==> src/rtl/mux_scan_ctrl_if.sv <==
// Signal bundle between the channel scanner, the 4x1 mux and the frame consumer.
// The slave modport is the scanner's view; the master modport is the surrounding logic's view.
interface mux_scan_ctrl_if;
    localparam int unsigned NumCh = 4;
    localparam int unsigned SelW  = 2;

    logic              start;
    logic [NumCh-1:0]  mask;
    logic              mux_out;
    logic [SelW-1:0]   sel;
    logic [NumCh-1:0]  frame;
    logic              frame_valid;
    logic              frame_ready;
    logic              busy;

    modport master (
        output start, mask, mux_out, frame_ready,
        input  sel, frame, frame_valid, busy
    );

    modport slave (
        input  start, mask, mux_out, frame_ready,
        output sel, frame, frame_valid, busy
    );
endinterface

==> src/rtl/mux_scan_ctrl.sv <==
// Steps the mux select through the enabled channels in ascending order, samples each after DWELL cycles,
// and hands the assembled 4-bit frame to a valid/ready consumer.
module mux_scan_ctrl #(
    parameter int unsigned DWELL = 2
) (
    input  logic            clk_i,
    input  logic            rst_i,
    mux_scan_ctrl_if.slave  bus
);
    localparam int unsigned NumCh = 4;
    localparam int unsigned SelW  = 2;
    localparam int unsigned CntW  = 8;
    localparam logic [CntW-1:0] DwellLast = CntW'(DWELL - 1);

    typedef enum logic [1:0] {
        IDLE   = 2'd0,
        SETTLE = 2'd1,
        DONE   = 2'd2
    } state_e;

    state_e            state_q;
    logic [SelW-1:0]   sel_q;
    logic [NumCh-1:0]  frame_q;
    logic              frame_valid_q;
    logic              busy_q;
    logic [CntW-1:0]   cnt_q;
    logic [NumCh-1:0]  mask_q;
    logic [NumCh-1:0]  buf_q;

    logic [SelW-1:0]   first_sel_c;
    logic [SelW-1:0]   next_sel_c;
    logic              has_next_c;
    logic [NumCh-1:0]  buf_upd_c;

    // Lowest enabled channel of the incoming mask (descending scan so the lowest wins).
    always_comb begin
        first_sel_c = '0;
        for (int i = int'(NumCh) - 1; i >= 0; i--) begin
            if (bus.mask[SelW'(i)]) first_sel_c = SelW'(i);
        end
    end

    // Next enabled channel strictly above the current select, from the latched mask.
    always_comb begin
        has_next_c = 1'b0;
        next_sel_c = sel_q;
        for (int i = int'(NumCh) - 1; i >= 0; i--) begin
            if (mask_q[SelW'(i)] && (i > int'(sel_q))) begin
                has_next_c = 1'b1;
                next_sel_c = SelW'(i);
            end
        end
    end

    // Sample buffer including the bit captured on the current edge.
    always_comb begin
        buf_upd_c        = buf_q;
        buf_upd_c[sel_q] = bus.mux_out;
    end

    always_ff @(posedge clk_i) begin
        if (rst_i) begin
            state_q       <= IDLE;
            sel_q         <= '0;
            frame_q       <= '0;
            frame_valid_q <= 1'b0;
            busy_q        <= 1'b0;
            cnt_q         <= '0;
            mask_q        <= '0;
            buf_q         <= '0;
        end else begin
            case (state_q)
                IDLE: begin
                    if (bus.start && (bus.mask != '0)) begin
                        mask_q  <= bus.mask;
                        buf_q   <= '0;
                        sel_q   <= first_sel_c;
                        cnt_q   <= '0;
                        busy_q  <= 1'b1;
                        state_q <= SETTLE;
                    end
                end
                SETTLE: begin
                    if (cnt_q == DwellLast) begin
                        buf_q <= buf_upd_c;
                        cnt_q <= '0;
                        if (has_next_c) begin
                            sel_q <= next_sel_c;
                        end else begin
                            frame_q       <= buf_upd_c;
                            frame_valid_q <= 1'b1;
                            state_q       <= DONE;
                        end
                    end else begin
                        cnt_q <= cnt_q + CntW'(1);
                    end
                end
                DONE: begin
                    if (bus.frame_ready) begin
                        frame_valid_q <= 1'b0;
                        busy_q        <= 1'b0;
                        state_q       <= IDLE;
                    end
                end
                default: begin
                    state_q <= IDLE;
                end
            endcase
        end
    end

    assign bus.sel         = sel_q;
    assign bus.frame       = frame_q;
    assign bus.frame_valid = frame_valid_q;
    assign bus.busy        = busy_q;
endmodule
==> src/flat_wrapper.sv <==
// flat-port wrapper written by rule: the top's interface ports become plain ports
module mux_scan_ctrl_flat 
#(
    parameter int unsigned DWELL = 2
)
  (clk_i, rst_i, bus_start, bus_mask, bus_mux_out, bus_frame_ready, bus_sel, bus_frame, bus_frame_valid, bus_busy);
  mux_scan_ctrl_if bus_i ();
  input  logic clk_i;
  input  logic rst_i;
  input wire logic [$bits(bus_i.start)-1:0] bus_start;
  input wire logic [$bits(bus_i.mask)-1:0] bus_mask;
  input wire logic [$bits(bus_i.mux_out)-1:0] bus_mux_out;
  input wire logic [$bits(bus_i.frame_ready)-1:0] bus_frame_ready;
  output wire logic [$bits(bus_i.sel)-1:0] bus_sel;
  output wire logic [$bits(bus_i.frame)-1:0] bus_frame;
  output wire logic [$bits(bus_i.frame_valid)-1:0] bus_frame_valid;
  output wire logic [$bits(bus_i.busy)-1:0] bus_busy;
  assign bus_i.start = bus_start;
  assign bus_i.mask = bus_mask;
  assign bus_i.mux_out = bus_mux_out;
  assign bus_i.frame_ready = bus_frame_ready;
  assign bus_sel = bus_i.sel;
  assign bus_frame = bus_i.frame;
  assign bus_frame_valid = bus_i.frame_valid;
  assign bus_busy = bus_i.busy;
  mux_scan_ctrl #(.DWELL(DWELL)) u_core (.clk_i(clk_i), .rst_i(rst_i), .bus(bus_i));
endmodule
==> config.mk <==
export PLATFORM = sky130hd
export DESIGN_NAME = mux_scan_ctrl_flat
export DESIGN_NICKNAME = d
export VERILOG_FILES = /design/src/rtl/mux_scan_ctrl_if.sv /design/src/rtl/mux_scan_ctrl.sv /design/src/flat_wrapper.sv
export SDC_FILE = /design/constraint.sdc
export NUM_CORES = 1
export LEC_CHECK = 0
export BUFFER_PORTS_ARGS = -buffer_cell sky130_fd_sc_hd__buf_2
export CAP_MARGIN = 0
export CORE_MARGIN = 2
export CORE_UTILIZATION = 30
export DETAILED_ROUTE_END_ITERATION = 12
export GPL_TIMING_DRIVEN = 1
export REMOVE_ABC_BUFFERS = 1
export SYNTH_ARGS = -nofsm -noshare
export SYNTH_HDL_FRONTEND = slang
export SYNTH_SLANG_ARGS = --single-unit
export TNS_END_PERCENT = 5
==> constraint.sdc <==
create_clock -name clk_i -period 3.7 [get_ports clk_i]
set_input_delay 0.37 -clock clk_i [delete_from_list [all_inputs] [get_ports clk_i]]
set_output_delay 0.37 -clock clk_i [all_outputs]
set_load 0.01 [all_outputs]
* After elaboration in Yosys (flattened, before gate mapping)
Cells that the tools add are included.
Word-level totals: flip-flop bits (word level) 24, output and inout bits 8, logic and storage cells 66, input bits 9
Operators by class: bitwise gates (word level) 1, reduce and logical (&&, ||, !) cells 16, order comparisons 3, muxes and demuxes 28, add/sub/neg operators 1, equal/unequal tests 9
Operator list (count):
- $mux W2 | 10
- $mux W8 | 2
- $pmux W8 S2 | 1
- $reduce_and A3 Y1 | 3
- $add A8 B1 Y8 const B | 1
- $eq A8 B1 Y1 const B | 1
- $mux W4 | 2
- $ne A2 B1 Y1 const B | 4
- $pmux W4 S2 | 1
- $reduce_and A4 Y1 | 2
- $mux W1 | 6
- $pmux W2 S3 | 1
- $reduce_bool A2 Y1 | 3
- $reduce_and A5 Y1 | 1
- $bwmux W4 | 1
- $ne A2 B2 Y1 const B | 2
- $pmux W1 S2 | 2
- $pmux W2 S2 | 1
- $reduce_and A2 Y1 | 2
- $reduce_bool A4 Y1 | 1
- $logic_and A1 B1 Y1 | 3
- $lt A2 B3 Y1 const B | 1
- $demux W1 S2 | 1
- $eq A2 B1 Y1 const B | 1
- 5 further kinds | 5

* Depth between registers and ports, before layout
Gate-level depths: netlist (run 1).
depth in word-level cells 7, depth in mapped cells 6, mapped depth without buffers 6

* Least setup slack after synthesis (run 1)
Ideal clock, no wire load.
path type reg2reg, start register u_core.cnt_q[1], end register u_core.cnt_q[7], path buffers 0, slack 2.151 ns, data required time 3.621 ns, cell stages (with the launch flop) 7, setup time 0.079 ns, data arrival time 1.470 ns, clock period less this slack 1.549 ns, cells stage by stage dfxtp_1 > inv_1 > ha_1 > nor4b_4 > a211o_2 > or3_1 > o211ai_1
On the way: cells in the longest elaborated chain, start to end 3, elaborated cells on any way between the ends 4, classes of those cells add/sub (1); eq/ne (1); mux (2)
RTL lines:
- start: declaration | RTL line mux_scan_ctrl.sv:26 | logic [CntW-1:0] cnt_q;
- start signal: assignment | RTL line mux_scan_ctrl.sv:95 | cnt_q <= cnt_q + CntW'(1);
- $add A8 B1 Y8 / $eq A8 B1 Y1 (equally long branches) | RTL line mux_scan_ctrl.sv:95, mux_scan_ctrl.sv:84
- $mux W8 * | RTL line mux_scan_ctrl.sv:84 | if (cnt_q == DwellLast) begin
- $pmux W8 S2 * | RTL line mux_scan_ctrl.sv:72 | case (state_q)
Every way passes the cells marked *; elsewhere a longest branch is shown, timed or not. A chain may end at the register's enable or synchronous reset.

* Worst setup path in the final report (run 1)
Ends and elaborated chain as after synthesis.

==> results of run 1 <==
routing by layer:
metal  GRT usage, %  part of all wire (%)  up-vias
li1               -                     -      433
met1          15.69                    47      406
met2          20.67                    48       19
met3          4.412                   4.2        2
met4          4.559                  0.68        0
met5              0                     0        -
state kept, by name, indices dropped and copies added, names as in the netlist:
register and count:
u_core.buf_q 2, u_core.bus.busy 1, u_core.bus.frame 2, u_core.bus.frame_valid 1, u_core.bus.sel 1, u_core.cnt_q 8
u_core.mask_q 1, u_core.state_q 2
cell type report:
cell class	instances	share of cell area, %
clock buffer	4	3.255
inverter	4	1.347
multi-input combinational	88	52.30
sequential	18	32.32
tap	44	4.938
timing repair buffer	13	5.836
power by group:
part | internal [mW] | switching [mW]
Combinational | 0.0241 | 0.0313
Sequential | 0.200 | 0.0104
Clock | 0.0601 | 0.0657
per-stage QoR:
stage	hold WS, ns	std cells	utilization [%]	setup slack (ns)	total power [mW]
5_1_grt	0.2574	171	35.93	1.868	0.4133
3_5_place_dp	0.4519	167	34.76	1.928	0.2704
4_1_cts	0.2553	171	35.93	1.995	0.3961
6_report	0.2582	171	35.93	2.006	0.3922
2_1_floorplan	0.4391	110	-	2.151	0.2495
3_3_place_gp	0.4425	167	34.76	1.961	0.2692
worst paths after layout:
| kind | end | slack, ns |
|---|---|---|
| max | u_core.cnt_q[7]$_SDFFE_PP0P_ | 2.01 |
| min | u_core.bus.frame_valid$_SDFFE_PP0P_ | 0.26 |
| max reg2reg | u_core.cnt_q[7]$_SDFFE_PP0P_ | 2.01 |
| min reg2reg | u_core.bus.frame[1]$_SDFFE_PP0P_ | 0.47 |
placed cells by master (no fill, tap or decap), types with 2 or more instances in the layout:
cell type  synthesis  routed
a21o_1             3       3
a21oi_1           10      10
a311oi_1           3       3
and2_2             2       2
buf_2              0      13
clkbuf_4           0       3
conb_1             1       3
dfxtp_1           18      18
ha_1               2       2
inv_1              4       4
nand2_1           16      16
nand2b_1           3       3
nand3_1            2       2
nand4_1            2       2
nor2_1             6       6
nor2b_1            3       3
nor3b_1            2       2
o211ai_1           3       3
o21ai_0            4       4
o311ai_0           2       2
or3_1              3       3
logic make-up (layout without fill, tap and decap cells):
group | after synthesis | in the layout | synth area share, %
buffers and inverters | 10 | 21 | 5.316
other | 1 | 3 | 0.3794
DFF | 18 | 18 | 36.46
AOI/OAI and AO/OA | 34 | 34 | 25.44
and+or+nand+nor | 45 | 45 | 25.95
xor gates and xnor gates | 2 | 2 | 1.772
adders and majority gates | 2 | 2 | 2.531
muxes | 2 | 2 | 2.152
==> results.toml, run 1 <==
[routing]
ant_nets = 0
drt_iter0_drc = 26
route.detailed.drc = 0
wl_per_cell_um = 11.96
vias = 860
wl_um = 2046
via_per_inst = 5.029
firstDrtPassIters = 4

[sta]
rsz0062_at_grt = "no"
fin_skew_ns = 0.004636
maxSlewViolCount = 0
worst_slew_pin_slew_ns = 0.6018
relSlewSlack_pct = 59.35
period_needed_ns = 1.694
fmax_mhz = 590.4
period_share_pct = 45.78
finalSetupViolations = 0
fin_tns_setup_ns = 0
finalHoldViolations = 0

[floorplanning]
chipHeight_um = 61.40
placementRows = 20
start_util_pct = 31.85
dieArea_um2 = 3770
pin_count = 17
core_area_um2 = 3103
die_w_um = 61.40

[clocking]
cts_buffers = 3
cts_sinks = 18
cts-hold-fix-buffers = 0
clockBufferDepth = 2
clk_latency_ns = 0.30
cts-htree-levels = 1
cts_tree = "yes"
cts_root_buffer = "clkbuf_4"
cts_setup_buffers = 0
path_clk_slew_ns = 0.11
cts_resized = 0

[yosys]
synth-seq-cells = 18
synth.avg_cell_area_um2 = 8.671
synth.top_cells.by_area = "dfxtp_1 (36%), nand2_1 (6.1%), a21oi_1 (5.1%), buf_4 (3.0%), a311oi_1 (2.7%)"
synth_commonest_cells = "dfxtp_1 (18), nand2_1 (16), a21oi_1 (10), nor2_1 (6)"
syn_area_um2 = 988.4
yosysTopAreaCell = "dfxtp_1"
synth_top_cell_area_share_pct = 36.46
ys_async_sr_fraction_pct = 0
synth_edf_count = 0
ys_types = 40
netlist_instances = 114
synth_flop_cell = "dfxtp_1"
synth.most_common_cell = "dfxtp_1"
yosysSeqAreaShare_pct = 36.46
yosysWarnings = 0

[placement]
port_buffers = 13
placed_cell_area_um2 = 1079
dpl.hpwl_um = 1507
gp_congestion = 0.7788

[worst_setup_path]
critical-path-slowest-cell = "dfxtp_1"
path_cells = "inv_1, ha_1, nor4b_4, a211o_2, or3_1, o211ai_1"
worstSetupPathDepth = 6
path_delay_family = "simple AND/OR/NAND/NOR gates"
r2r_cells = 6
critPathCaptureType = "flip-flop"
cp.arrival_ns = 1.93
worstSetupPathType = "reg -> reg"
path_max_fanout = 9
crit_buf_inv = 1
timing.rr.start = "u_core.cnt_q[1]$_SDFFE_PP0P_"
slowest_delay_ns = 0.41
crit_required_ns = 3.93
setup.worst_path.start = "u_core.cnt_q[1]$_SDFFE_PP0P_"
startpoint_type = "flip-flop"

[power_and_ir_drop]
power_leakage_nw = 0.4111
power_density_nw_per_um2 = 351.8
ir_drop_v = 0.0002235

[layout]
diodes = 0
drive_gt1_share_pct = 21.26
final_area_um2 = 1115
register_area_um2 = 360.3
syn_to_final_growth_pct = 12.78
fillers = 352
nNetsFinal = 139
multi_input_area_um2 = 583.1

[outcome]
status = "complete, no violations"

[grt]
grt_max_degree = 16
grt_pass1_wl_um = 3574
antenna_found_initial = 0
grtUsageTotal_pct = 12.73
grt_pass1_vias = 826
overflow = 0

[flow_run]
maxCapViolations = 0

[hold_path]
whs_path_depth = 2
hp-start = "bus_frame_ready"
hold_class = "in -> reg"
Note: power is estimated with default switching activity, not from simulation.
==> run 2, diff against run 1 <==
==> constraint.sdc (replaced) <==
create_clock -name clk_i -period 1.4 [get_ports clk_i]
set_input_delay 0.14 -clock clk_i [delete_from_list [all_inputs] [get_ports clk_i]]
set_output_delay 0.14 -clock clk_i [all_outputs]
set_load 0.01 [all_outputs]
==> run 2 against run 1 <==
The flow now finishes with violations (setup timing). Routed wire length increased by 9.8%. Die area unchanged. Clock skew about the same. Sequential power increased to 2.6 times the previous value. Power increased to 2.6 times the previous value. Largest cell class unchanged.
==> results.toml, run 2 (synthesis results as in run 1) <==
[layout]
top_register = "u_core.cnt_q"
fin_util_pct = 41.49
fin_cells = 192
largest_reg_flops = 8
fillers = 333
final_cell_mix = "buf_4 (22), dfxtp_1 (17), nand2_1 (16)"
drive_gt1_share_pct = 35.81
diodes = 0
syn_to_final_growth_pct = 30.25
nNetsFinal = 161
final_area_um2 = 1287
final_common_cell = "buf_4"

[floorplanning]
core_area_um2 = 3103
pin_count = 17
die_w_um = 61.40
dieArea_um2 = 3770
chipHeight_um = 61.40
start_util_pct = 31.85
placementRows = 20

[routing]
firstDrtPassIters = 4
drt_iter0_drc = 17
vias = 939
ant_nets = 0
via_per_inst = 4.891
route.detailed.drc = 0
wl_um = 2247
wl_per_cell_um = 11.70

[clocking]
cts-htree-levels = 1
cts-hold-fix-buffers = 0
cts_tree = "yes"
path_clk_slew_ns = 0.11
clockBufferDepth = 2
cts_sinks = 18
cts_buffers = 3
cts_root_buffer = "clkbuf_4"
clk_latency_ns = 0.29

[power_and_ir_drop]
totalPowerFinal_mw = 1.021
p_seq_share_pct = 53.2
ir_drop_v = 0.0005247
power_leakage_nw = 0.5149
switching_share_pct = 28.14
switching_power_mw = 0.2873
p_clk_share_pct = 25.7
pwr-share-comb_pct = 21.1
intPower_mw = 0.7337
power_density_nw_per_um2 = 793.0

[placement]
placed_cell_area_um2 = 1244
dp_cells = 189
dpl.hpwl_um = 1703
place_ws_ns = -0.1423
gp_congestion = 0.7834
port_buffers = 13

[sta]
fin_skew_ns = 0.004925
setup_slack_ns = -0.1277
fin_tns_setup_ns = -0.6027
rsz0062_at_grt = "yes"
finalSetupViolations = 11
period_share_pct = 109.1
finalHoldViolations = 0
period_needed_ns = 1.528
hold_slack_ns = 0.04088
fmax_mhz = 654.6
maxSlewViolCount = 0

[hold_path]
hold_class = "in -> reg"

[worst_setup_path]
path_delay_family = "simple AND/OR/NAND/NOR gates"
path_max_fanout = 5
startpoint_type = "flip-flop"
worstSetupPathType = "reg -> reg"
crit_required_ns = 1.63
crit_buf_inv = 1
critical-path-slowest-cell = "or3_1"
slowest_delay_ns = 0.35
critPathCaptureType = "flip-flop"
path_cells = "inv_1, ha_1, nor4b_4, a211o_2, or3_1, o211ai_1"
r2r_slack_ns = -0.13
cp.arrival_ns = 1.75

[grt]
grt_pass1_vias = 884
antenna_found_initial = 0
overflow = 0
grt_pass1_wl_um = 3546
grt_max_degree = 12
grtUsageTotal_pct = 12.66

[outcome]
violations = "setup timing"
status = "finished with violations"

[flow_run]
maxCapViolations = 0
run 2: power groups by stage:
stage / clock network (mW) / logic [mW] / registers, mW
floorplan: 0 / 0.0932 / 0.566
global placement: 0 / 0.207 / 0.554
detailed placement: 0 / 0.208 / 0.555
CTS: 0.268 / 0.212 / 0.543
global route: 0.296 / 0.235 / 0.546
finish: 0.262 / 0.215 / 0.544
run 2: what timing repair did:
action | 4_1_cts | 5_1_grt
buffers inserted | 0 | 0
cloned | 0 | 0
endpoints found under the hold margin | 0 | 0
resized for setup | 6 | 3
pin swaps | 2 | 1
setup endpoints to repair | 12 | 14
run 2: final cells by class:
cell class	instances	area (um2)	area share (%)
multi-input cells	88	603.1	46.84
repair buffers	35	230.2	17.88
well taps	44	55.05	4.276
clock buffers	3	22.52	1.749
inverters	4	15.01	1.166
flip-flops and latches	18	361.6	28.09
run 2: final timing paths:
check / from / endpoint / cells past startpoint
min reg2reg: u_core.bus.frame_valid$_SDFFE_PP0P_ / u_core.bus.frame_valid$_SDFFE_PP0P_ / 2
min: bus_frame_ready / u_core.bus.frame_valid$_SDFFE_PP0P_ / 2
max reg2reg: u_core.cnt_q[1]$_SDFFE_PP0P_ / u_core.cnt_q[7]$_SDFFE_PP0P_ / 6
max: u_core.cnt_q[1]$_SDFFE_PP0P_ / u_core.cnt_q[7]$_SDFFE_PP0P_ / 6
run 2: layer usage:
layer	vias up	track usage (%)	routed length, um
li1	477	-	-
met1	437	15.09	1035
met2	21	21.73	1119
met3	4	3.571	73
met4	0	4.559	19
met5	-	0	0
==> run 3, diff against run 2 <==
--- a/config.mk
+++ b/config.mk
@@ -7,7 +7,7 @@
 export LEC_CHECK = 0
 export BUFFER_PORTS_ARGS = -buffer_cell sky130_fd_sc_hd__buf_2
 export CAP_MARGIN = 0
-export CORE_MARGIN = 2
+export CORE_MARGIN = 10
 export CORE_UTILIZATION = 30
 export DETAILED_ROUTE_END_ITERATION = 12
 export GPL_TIMING_DRIVEN = 1
==> constraint.sdc (replaced) <==
create_clock -name clk_i -period 1.61 [get_ports clk_i]
set_input_delay 0.161 -clock clk_i [delete_from_list [all_inputs] [get_ports clk_i]]
set_output_delay 0.161 -clock clk_i [all_outputs]
set_load 0.01 [all_outputs]
==> run 3 against run 2 <==
The run now ends clean. Register-to-register slack gained 0.17 ns. Maximum frequency shrank 2.3%. Die area grew 59%. Clock power grew 9.9%. Combinational power shrank 18%. Critical path type unchanged. Largest power group unchanged.
==> results.toml, run 3 (synthesis results as in run 1) <==
[outcome]
status = "complete, no violations"

[layout]
register_area_um2 = 361.6
fin_util_pct = 39.64
final_common_cell = "dfxtp_1"
drive_gt1_share_pct = 31.39
syn_to_final_growth_pct = 24.43
top_register = "u_core.cnt_q"
multi_input_area_um2 = 621.8
fin_cells = 181
diodes = 0
final_cell_mix = "dfxtp_1 (17), nand2_1 (16), buf_2 (13)"
fillers = 344
nNetsFinal = 149
largest_reg_flops = 8
final_area_um2 = 1230

[sta]
rsz0062_at_grt = "yes"
finalSetupViolations = 0
fin_skew_ns = 0.005191
finalHoldViolations = 0
period_share_pct = 97.12
period_needed_ns = 1.564
setup_slack_ns = 0.04632
maxSlewViolCount = 0
hold_slack_ns = 0.05190
fmax_mhz = 639.5
fin_tns_setup_ns = 0

[worst_setup_path]
critPathCaptureType = "flip-flop"
startpoint_type = "flip-flop"
critical-path-slowest-cell = "a211o_4"
path_cells = "inv_1, ha_1, nor4b_4, a211o_4, or3_1, o211ai_1"
worstSetupPathType = "reg -> reg"
slowest_delay_ns = 0.36
cp.arrival_ns = 1.79
crit_required_ns = 1.83
path_max_fanout = 5

[grt]
antenna_found_initial = 0
grtUsageMet2_pct = 12.54
grtUsageTotal_pct = 7.471
top_usage_layer = "met2"
grt_pass1_wl_um = 3829
grt_max_degree = 16
grt_util_met1_pct = 8.339
use_met3_pct = 2.650
grt_pass1_vias = 884
overflow = 0

[placement]
place_ws_ns = 0.007065
dp_cells = 174
placed_cell_area_um2 = 1131
dpl.hpwl_um = 1703
gp_congestion = 0.7801
port_buffers = 13

[routing]
drt_iter0_drc = 26
ant_nets = 0
route.detailed.drc = 0
wl_per_cell_um = 12.69
firstDrtPassIters = 4
vias = 913
wl_um = 2297
via_per_inst = 5.044

[power_and_ir_drop]
totalPowerFinal_mw = 0.9377
power_density_nw_per_um2 = 762.4
ir_drop_v = 0.0003709
power_leakage_nw = 0.4659

[clocking]
cts_tree = "yes"
cts_root_buffer = "clkbuf_4"
path_clk_slew_ns = 0.11
cts_buffers = 3
cts-hold-fix-buffers = 0
clk_latency_ns = 0.30
clockBufferDepth = 2
cts-htree-levels = 1
cts_sinks = 18

[floorplanning]
dieArea_um2 = 5991
die_w_um = 77.40
core_area_um2 = 3103
pin_count = 17
chipHeight_um = 77.40
placementRows = 20
start_util_pct = 31.85

[flow_run]
maxCapViolations = 0

[hold_path]
hold_class = "in -> reg"
==> run 3: final timing paths <==
path                                  startpoint                                   to  slack [ns]  cells after the start
max reg2reg         u_core.cnt_q[1]$_SDFFE_PP0P_         u_core.cnt_q[5]$_SDFFE_PP0P_        0.05                      6
max                 u_core.cnt_q[1]$_SDFFE_PP0P_         u_core.cnt_q[5]$_SDFFE_PP0P_        0.05                      6
min reg2reg  u_core.bus.frame_valid$_SDFFE_PP0P_  u_core.bus.frame_valid$_SDFFE_PP0P_        0.46                      2
min                              bus_frame_ready  u_core.bus.frame_valid$_SDFFE_PP0P_        0.05                      2
==> run 3: layout make-up <==
type / count / share of cell area (%)
multi-input combinational: 88 / 50.56
sequential: 18 / 29.40
timing repair buffer: 23 / 11.39
tap: 44 / 4.476
clock buffer: 4 / 2.950
inverter: 4 / 1.221
==> run 3: worst max-delay path, delay by kind of cell (launching register included) <==
family	cells	cell delay [ns]
AOI/OAI and AO/OA	2	0.45
adders and majority gates	1	0.16
and+or+nand+nor	2	0.50
DFF	1	0.35
buffers and inverters	1	0.04
==> run 3: per-layer routing <==
layer / vias up / share of wire (%)
li1: 454 / -
met1: 435 / 43
met2: 20 / 50
met3: 4 / 5.3
met4: 0 / 0.91
met5: - / 0
==> run 3: where the power goes <==
part | leakage (nW) | switching (mW) | total (mW) | internal [mW]
Combinational | 0.298 | 0.0962 | 0.177 | 0.0804
Sequential | 0.147 | 0.0124 | 0.473 | 0.461
Clock | 0.0210 | 0.150 | 0.288 | 0.138
==> run 3: what timing repair did <==
| action | in CTS | in global routing |
|---|---|---|
| pin swaps | 1 | 6 |
| endpoints found under the setup margin | 2 | 9 |
| buffers inserted | 2 | 1 |
| gates resized for setup | 1 | 9 |
